### src/rtl/regfile_wb_arbiter.sv
// Write-back arbiter: merges pipeline results with a FIFO of multicycle results onto
// the single register-file write port, and tracks outstanding multicycle destinations.
module regfile_wb_arbiter #(
    parameter int DEPTH        = 4,
    parameter int STARVE_LIMIT = 3
) (
    input  logic        clk,
    input  logic        rst_n,
    input  logic        p_valid,
    input  logic [4:0]  p_addr,
    input  logic [31:0] p_data,
    input  logic        m_valid,
    output logic        m_ready,
    input  logic [4:0]  m_addr,
    input  logic [31:0] m_data,
    input  logic        sb_set,
    input  logic [4:0]  sb_addr,
    input  logic [4:0]  q_addr1,
    input  logic [4:0]  q_addr2,
    output logic        q_busy1,
    output logic        q_busy2,
    output logic        wb_en,
    output logic [4:0]  wb_addr,
    output logic [31:0] wb_data,
    output logic        stall_req,
    output logic        sb_err
);

    localparam int AW = (DEPTH < 2) ? 1 : $clog2(DEPTH);
    localparam int CW = AW + 1;
    localparam int SW = (STARVE_LIMIT < 1) ? 1 : $clog2(STARVE_LIMIT + 1);
    localparam logic [CW-1:0] FULL_CNT   = CW'(DEPTH);
    localparam logic [SW-1:0] STARVE_MAX = SW'(STARVE_LIMIT);

    logic [4:0]    fifo_addr [DEPTH];
    logic [31:0]   fifo_data [DEPTH];
    logic [AW-1:0] wr_ptr;
    logic [AW-1:0] rd_ptr;
    logic [CW-1:0] count;
    logic [CW-1:0] count_next;
    logic          push;
    logic          pop;
    logic          win_valid;
    logic [4:0]    win_addr;
    logic [31:0]   win_data;
    logic          wb_from_fifo;
    logic [SW-1:0] starve_cnt;
    logic [2:0]    sb_cnt [32];
    logic [31:0]   sb_inc;
    logic [31:0]   sb_dec;
    logic          sb_fault;

    // m_ready is a registered view of occupancy, so a pop while full cannot open it early
    assign push       = m_valid && m_ready;
    assign pop        = !p_valid && (count != '0);
    assign count_next = count + CW'(push) - CW'(pop);

    assign win_valid = p_valid || (count != '0);
    assign win_addr  = p_valid ? p_addr : fifo_addr[rd_ptr];
    assign win_data  = p_valid ? p_data : fifo_data[rd_ptr];

    always_ff @(posedge clk) begin
        if (push) begin
            fifo_addr[wr_ptr] <= m_addr;
            fifo_data[wr_ptr] <= m_data;
        end
    end

    always_ff @(posedge clk or negedge rst_n) begin
        if (!rst_n) begin
            wr_ptr  <= '0;
            rd_ptr  <= '0;
            count   <= '0;
            m_ready <= 1'b0;
        end else begin
            if (push) wr_ptr <= wr_ptr + AW'(1);
            if (pop)  rd_ptr <= rd_ptr + AW'(1);
            count   <= count_next;
            m_ready <= (count_next < FULL_CNT);
        end
    end

    // Address-0 winners are consumed silently; the data outputs keep their last write
    always_ff @(posedge clk or negedge rst_n) begin
        if (!rst_n) begin
            wb_en        <= 1'b0;
            wb_addr      <= '0;
            wb_data      <= '0;
            wb_from_fifo <= 1'b0;
        end else if (win_valid && (win_addr != 5'd0)) begin
            wb_en        <= 1'b1;
            wb_addr      <= win_addr;
            wb_data      <= win_data;
            wb_from_fifo <= pop;
        end else begin
            wb_en        <= 1'b0;
            wb_from_fifo <= 1'b0;
        end
    end

    always_ff @(posedge clk or negedge rst_n) begin
        if (!rst_n) begin
            starve_cnt <= '0;
        end else if ((count == '0) || pop) begin
            starve_cnt <= '0;
        end else if (p_valid && (starve_cnt < STARVE_MAX)) begin
            starve_cnt <= starve_cnt + SW'(1);
        end
    end

    assign stall_req = (starve_cnt >= STARVE_MAX);

    // The decrement lands at the end of the write cycle, when the register file takes the value
    always_comb begin
        sb_inc = '0;
        sb_dec = '0;
        if (sb_set && (sb_addr != 5'd0)) sb_inc[sb_addr] = 1'b1;
        if (wb_from_fifo && (wb_addr != 5'd0)) sb_dec[wb_addr] = 1'b1;
    end

    always_comb begin
        sb_fault = 1'b0;
        for (int i = 1; i < 32; i++) begin
            if (sb_inc[i] && !sb_dec[i] && (sb_cnt[i] == 3'd7)) sb_fault = 1'b1;
            if (sb_dec[i] && !sb_inc[i] && (sb_cnt[i] == 3'd0)) sb_fault = 1'b1;
        end
    end

    always_ff @(posedge clk or negedge rst_n) begin
        if (!rst_n) begin
            for (int i = 0; i < 32; i++) sb_cnt[i] <= 3'd0;
            sb_err <= 1'b0;
        end else begin
            for (int i = 0; i < 32; i++) begin
                if (sb_inc[i] && !sb_dec[i] && (sb_cnt[i] != 3'd7)) begin
                    sb_cnt[i] <= sb_cnt[i] + 3'd1;
                end else if (sb_dec[i] && !sb_inc[i] && (sb_cnt[i] != 3'd0)) begin
                    sb_cnt[i] <= sb_cnt[i] - 3'd1;
                end
            end
            if (sb_fault) sb_err <= 1'b1;
        end
    end

    assign q_busy1 = (sb_cnt[q_addr1] != 3'd0);
    assign q_busy2 = (sb_cnt[q_addr2] != 3'd0);

endmodule

### config.mk
export PLATFORM = sky130hd
export DESIGN_NAME = regfile_wb_arbiter
export DESIGN_NICKNAME = d
export VERILOG_FILES = /design/src/rtl/regfile_wb_arbiter.sv
export SDC_FILE = /design/constraint.sdc
export NUM_CORES = 1
export LEC_CHECK = 0
export CAP_MARGIN = 20
export CORE_MARGIN = 10
export CORE_UTILIZATION = 61
export CTS_BUF_LIST = sky130_fd_sc_hd__clkbuf_8
export CTS_CLUSTER_DIAMETER = 120
export CTS_CLUSTER_SIZE = 20
export DETAILED_ROUTE_END_ITERATION = 16
export PLACE_DENSITY_LB_ADDON = 0.1
export SLEW_MARGIN = 20
export SYNTH_ARGS = -nofsm -noshare
export SYNTH_HDL_FRONTEND = slang
export SYNTH_SLANG_ARGS = --single-unit
### constraint.sdc
create_clock -name clk -period 3.65 [get_ports clk]
set_clock_uncertainty 0.2 [all_clocks]
set_input_delay 0.73 -clock clk [delete_from_list [all_inputs] [get_ports clk]]
set_output_delay 0.73 -clock clk [all_outputs]
set_load 0.01 [all_outputs]
==> impl_metrics.yaml <==
worst_setup_path:
  cp-end-kind: "output pin"
  startpoint_type: "input port"
  r2r_end: "sb_cnt[4]"
  r2r-start: "wb_addr[4]"
  cp_cell_sequence: "clkdlybuf4s50_1 > inv_2 > mux4_2 > nor2b_1 > a211oi_1 > a211oi_1 > a31oi_1 > dlygate4sd2_1"
  critPathBufInv: 3
  crit_fanout: 3
  critPathTopFamily: "buffers and inverters"
  cp_slowest_stage_delay_ns: 0.50
  cpMaxStageDelayCell: "mux4_2"
  cp_data_arrival_time_ns: 2.65
  crit_start: "q_addr1[1]"
  r2r_slack_ns: 0.53
  crit_cells: 8
  crit_path_end: "q_busy1"
  cp_common_cell: "a211oi_1"
  crit_type: "input port to output pin"
  crit_required_ns: 2.72
  r2r_cells: 7
sta:
  tns_ns: 0
  rsz0062_at_grt: "false"
  timing.slew.headroom_pct: 55.5
  hold_slack_ns: 0.193
  tightest_slew_ns: 0.662
  finalHoldViolations: 0
  fin_crit_ns: 3.58
  finalSetupViolCount: 0
  worst_slack_ns: 0.0731
  slew_violations: 0
  max_freq_mhz: 280
  finalCritPeriodShare_pct: 98.0
finish:
  layout-drive-gt1-share_pct: 17.9
  area_growth_pct: 16.2
  n_antenna_cell: 0
  fin_nets: 1823
  multi_input_area_um2: 8120
  fin_util_pct: 72.0
  seq_area_um2: 8140
  layoutNonFillerInstCount: 2042
  num-fill-cells: 1951
global_routing:
  met1_usage_pct: 33.1
  grt_pass1_vias: 13000
  grt_max_degree: 67
  grt_overflow_total: 0
  grt_pass1_wl_um: 69700
  grt_use_total_pct: 25.3
  met3_usage_pct: 5.83
  globalRouteMet2Util_pct: 40.9
  antenna_found_initial: 0
  top_usage_layer: "met2"
detailed_routing:
  drt-pass1-iter-count: 6
  wl_um: 43000
  antenna_left: 0
  route.detailed.drc: 0
  vias_per_cell: 6.50
  vias: 13300
  wire_per_inst_um: 21.0
  first_iter_violations: 1371
power:
  ir_worst_vdd_mv: 0.511
  power.density_nw_per_um2: 649
  p_leak_nw: 7.15
clock_tree:
  cts_root_buffer: "clkbuf_8"
  clk_pin_slew_ns: 0.13
  cts_tree: "done"
  max-clock-path-buffers: 3
  cts.sinks: 294
  cts-buffers-inserted: 18
  clk_latency_ns: 0.57
  htreeDepth: 1
die:
  chipHeight_um: 186
  rows: 60
  die_area_um2: 34400
  initial_utilization_pct: 62.0
  die_w_um: 186
  core_region_area_um2: 27000
  ioPinCount: 137
synth:
  synth_area_leader_cell: "edfxtp_1"
  yosys.area_share.simple_pct: 16.8
  synth_edf_count: 148
  ys_warn_count: 0
  synth_compound_gate_area_share_pct: 14.2
  synth_xor_area_share_pct: 1.42
  mappedNetlistArea_um2: 16700
  synth.area.top_cells: "edfxtp_1 (27%), dfrtp_1 (22%), mux4_2 (6.6%)"
  ys_seq_area_share_pct: 48.5
  synth_fa_ha_area_share_pct: 4.36
  synth_mux_area_share_pct: 11.5
  synth_seq_cells: 294
  synth_top_family_by_area: "simple AND/OR/NAND/NOR gates"
  ys_async_sr_fraction_pct: 49.7
  avgSynthCellArea_um2: 11.0
  netlist_instances: 1518
  synth.top_cell.area_share_pct: 26.6
  ys_types: 66
  yosysMostFrequentCell: "nand2_1"
  synthTopCellsByCount: "nand2_1 (209), edfxtp_1 (148), dfrtp_1 (146)"
  ys.flop_type: "edfxtp_1"
  synth_nets: 1651
place:
  hpwl_um: 31000
  pre_cts_ws_ns: -0.264
  numPlacedInstances: 1974
  gp_congestion: 0.926
  io_buffers: 136
job:
  max_cap_violations: 0
worst_hold_path:
  hp-class: "flop to flop"
run_status:
  run_status: "finished, final reports clean"
## cells in the final DEF, fill, tap and decap left out, drive strengths merged, types with 12 or more instances in the layout
cell type	n
nand2	209
o21ai	84
clkdlybuf4s50	129
a21oi	45
o2111ai	12
mux4	54
xor2	22
o221a	23
edfxtp	148
and3	20
nand3	66
nand2b	19
buf	130
o32a	18
dfrtp	146
nand4	12
inv	23
nor4	18
o22ai	25
a31oi	25
nor2	74
mux2i	49
nor3	86
a211oi	59
or3	14
clkbuf	19
mux2	17
fa	32
## cells by family (layout without fill, tap and decap cells)
| kind of cell | after synthesis | in the layout |
|---|---|---|
| muxes | 120 | 120 |
| buffers and inverters | 125 | 308 |
| xor gates and xnor gates | 27 | 27 |
| AOI/OAI and AO/OA | 339 | 339 |
| adders and majority gates | 39 | 39 |
| DFF | 294 | 294 |
| and+or+nand+nor | 574 | 574 |
## metrics by stage
| step | total power, mW | instance area (µm²) |
|---|---|---|
| floorplan | 8.91 | 16700 |
| global placement | 10.5 | 18700 |
| detailed placement | 10.7 | 18700 |
| CTS | 12.6 | 19400 |
| global route | 13.4 | 19400 |
| finish | 12.6 | 19400 |
## per-layer routing
layer  vias up  routed length (µm)
li1       6148                   -
met1      6534               17500
met2       520               20500
met3        74                3560
met4         0                1360
met5         -                   0
## sequential cells by signal, summed over array words and instances (netlist names)
name          flops
rd_ptr            2
fifo_addr        20
fifo_data       128
wb_en             1
m_ready           1
wb_addr           5
sb_cnt           96
count             3
wb_from_fifo      1
wb_data          32
sb_err            1
wr_ptr            2
starve_cnt        2
## power breakdown
part / switching [mW] / internal (mW)
Sequential: 0.916 / 4.46
Clock: 1.03 / 0.492
Combinational: 2.99 / 2.72
Total: 4.94 / 7.66
## how the worst min path moves through the flow
| stage | to | start | cells past startpoint |
|---|---|---|---|
| floorplan | count[0] | rst_n | 0 |
| global placement | sb_cnt[95] | sb_cnt[95] | 0 |
| detailed placement | sb_cnt[94] | sb_cnt[94] | 0 |
| CTS | sb_cnt[94] | sb_cnt[94] | 0 |
| global route | sb_cnt[94] | sb_cnt[94] | 0 |
| finish | sb_cnt[94] | sb_cnt[94] | 0 |
## area by class of cell
| type | instances | area share (%) |
|---|---|---|
| repair buffers | 265 | 12.2 |
| multi-input cells | 1099 | 41.8 |
| inverters | 12 | 0.232 |
| clock buffers | 19 | 1.35 |
| clock inverters | 12 | 0.258 |
| flip-flops and latches | 294 | 41.9 |
| well taps | 341 | 2.20 |
## what timing repair did
action	in CTS	in global routing
resized for setup	47	2
hold buffers	1	0
endpoints found under the hold margin	60	0
buffers inserted	36	0
setup endpoints to repair	2	1
No activity file was read; power rests on OpenSTA's default activity.
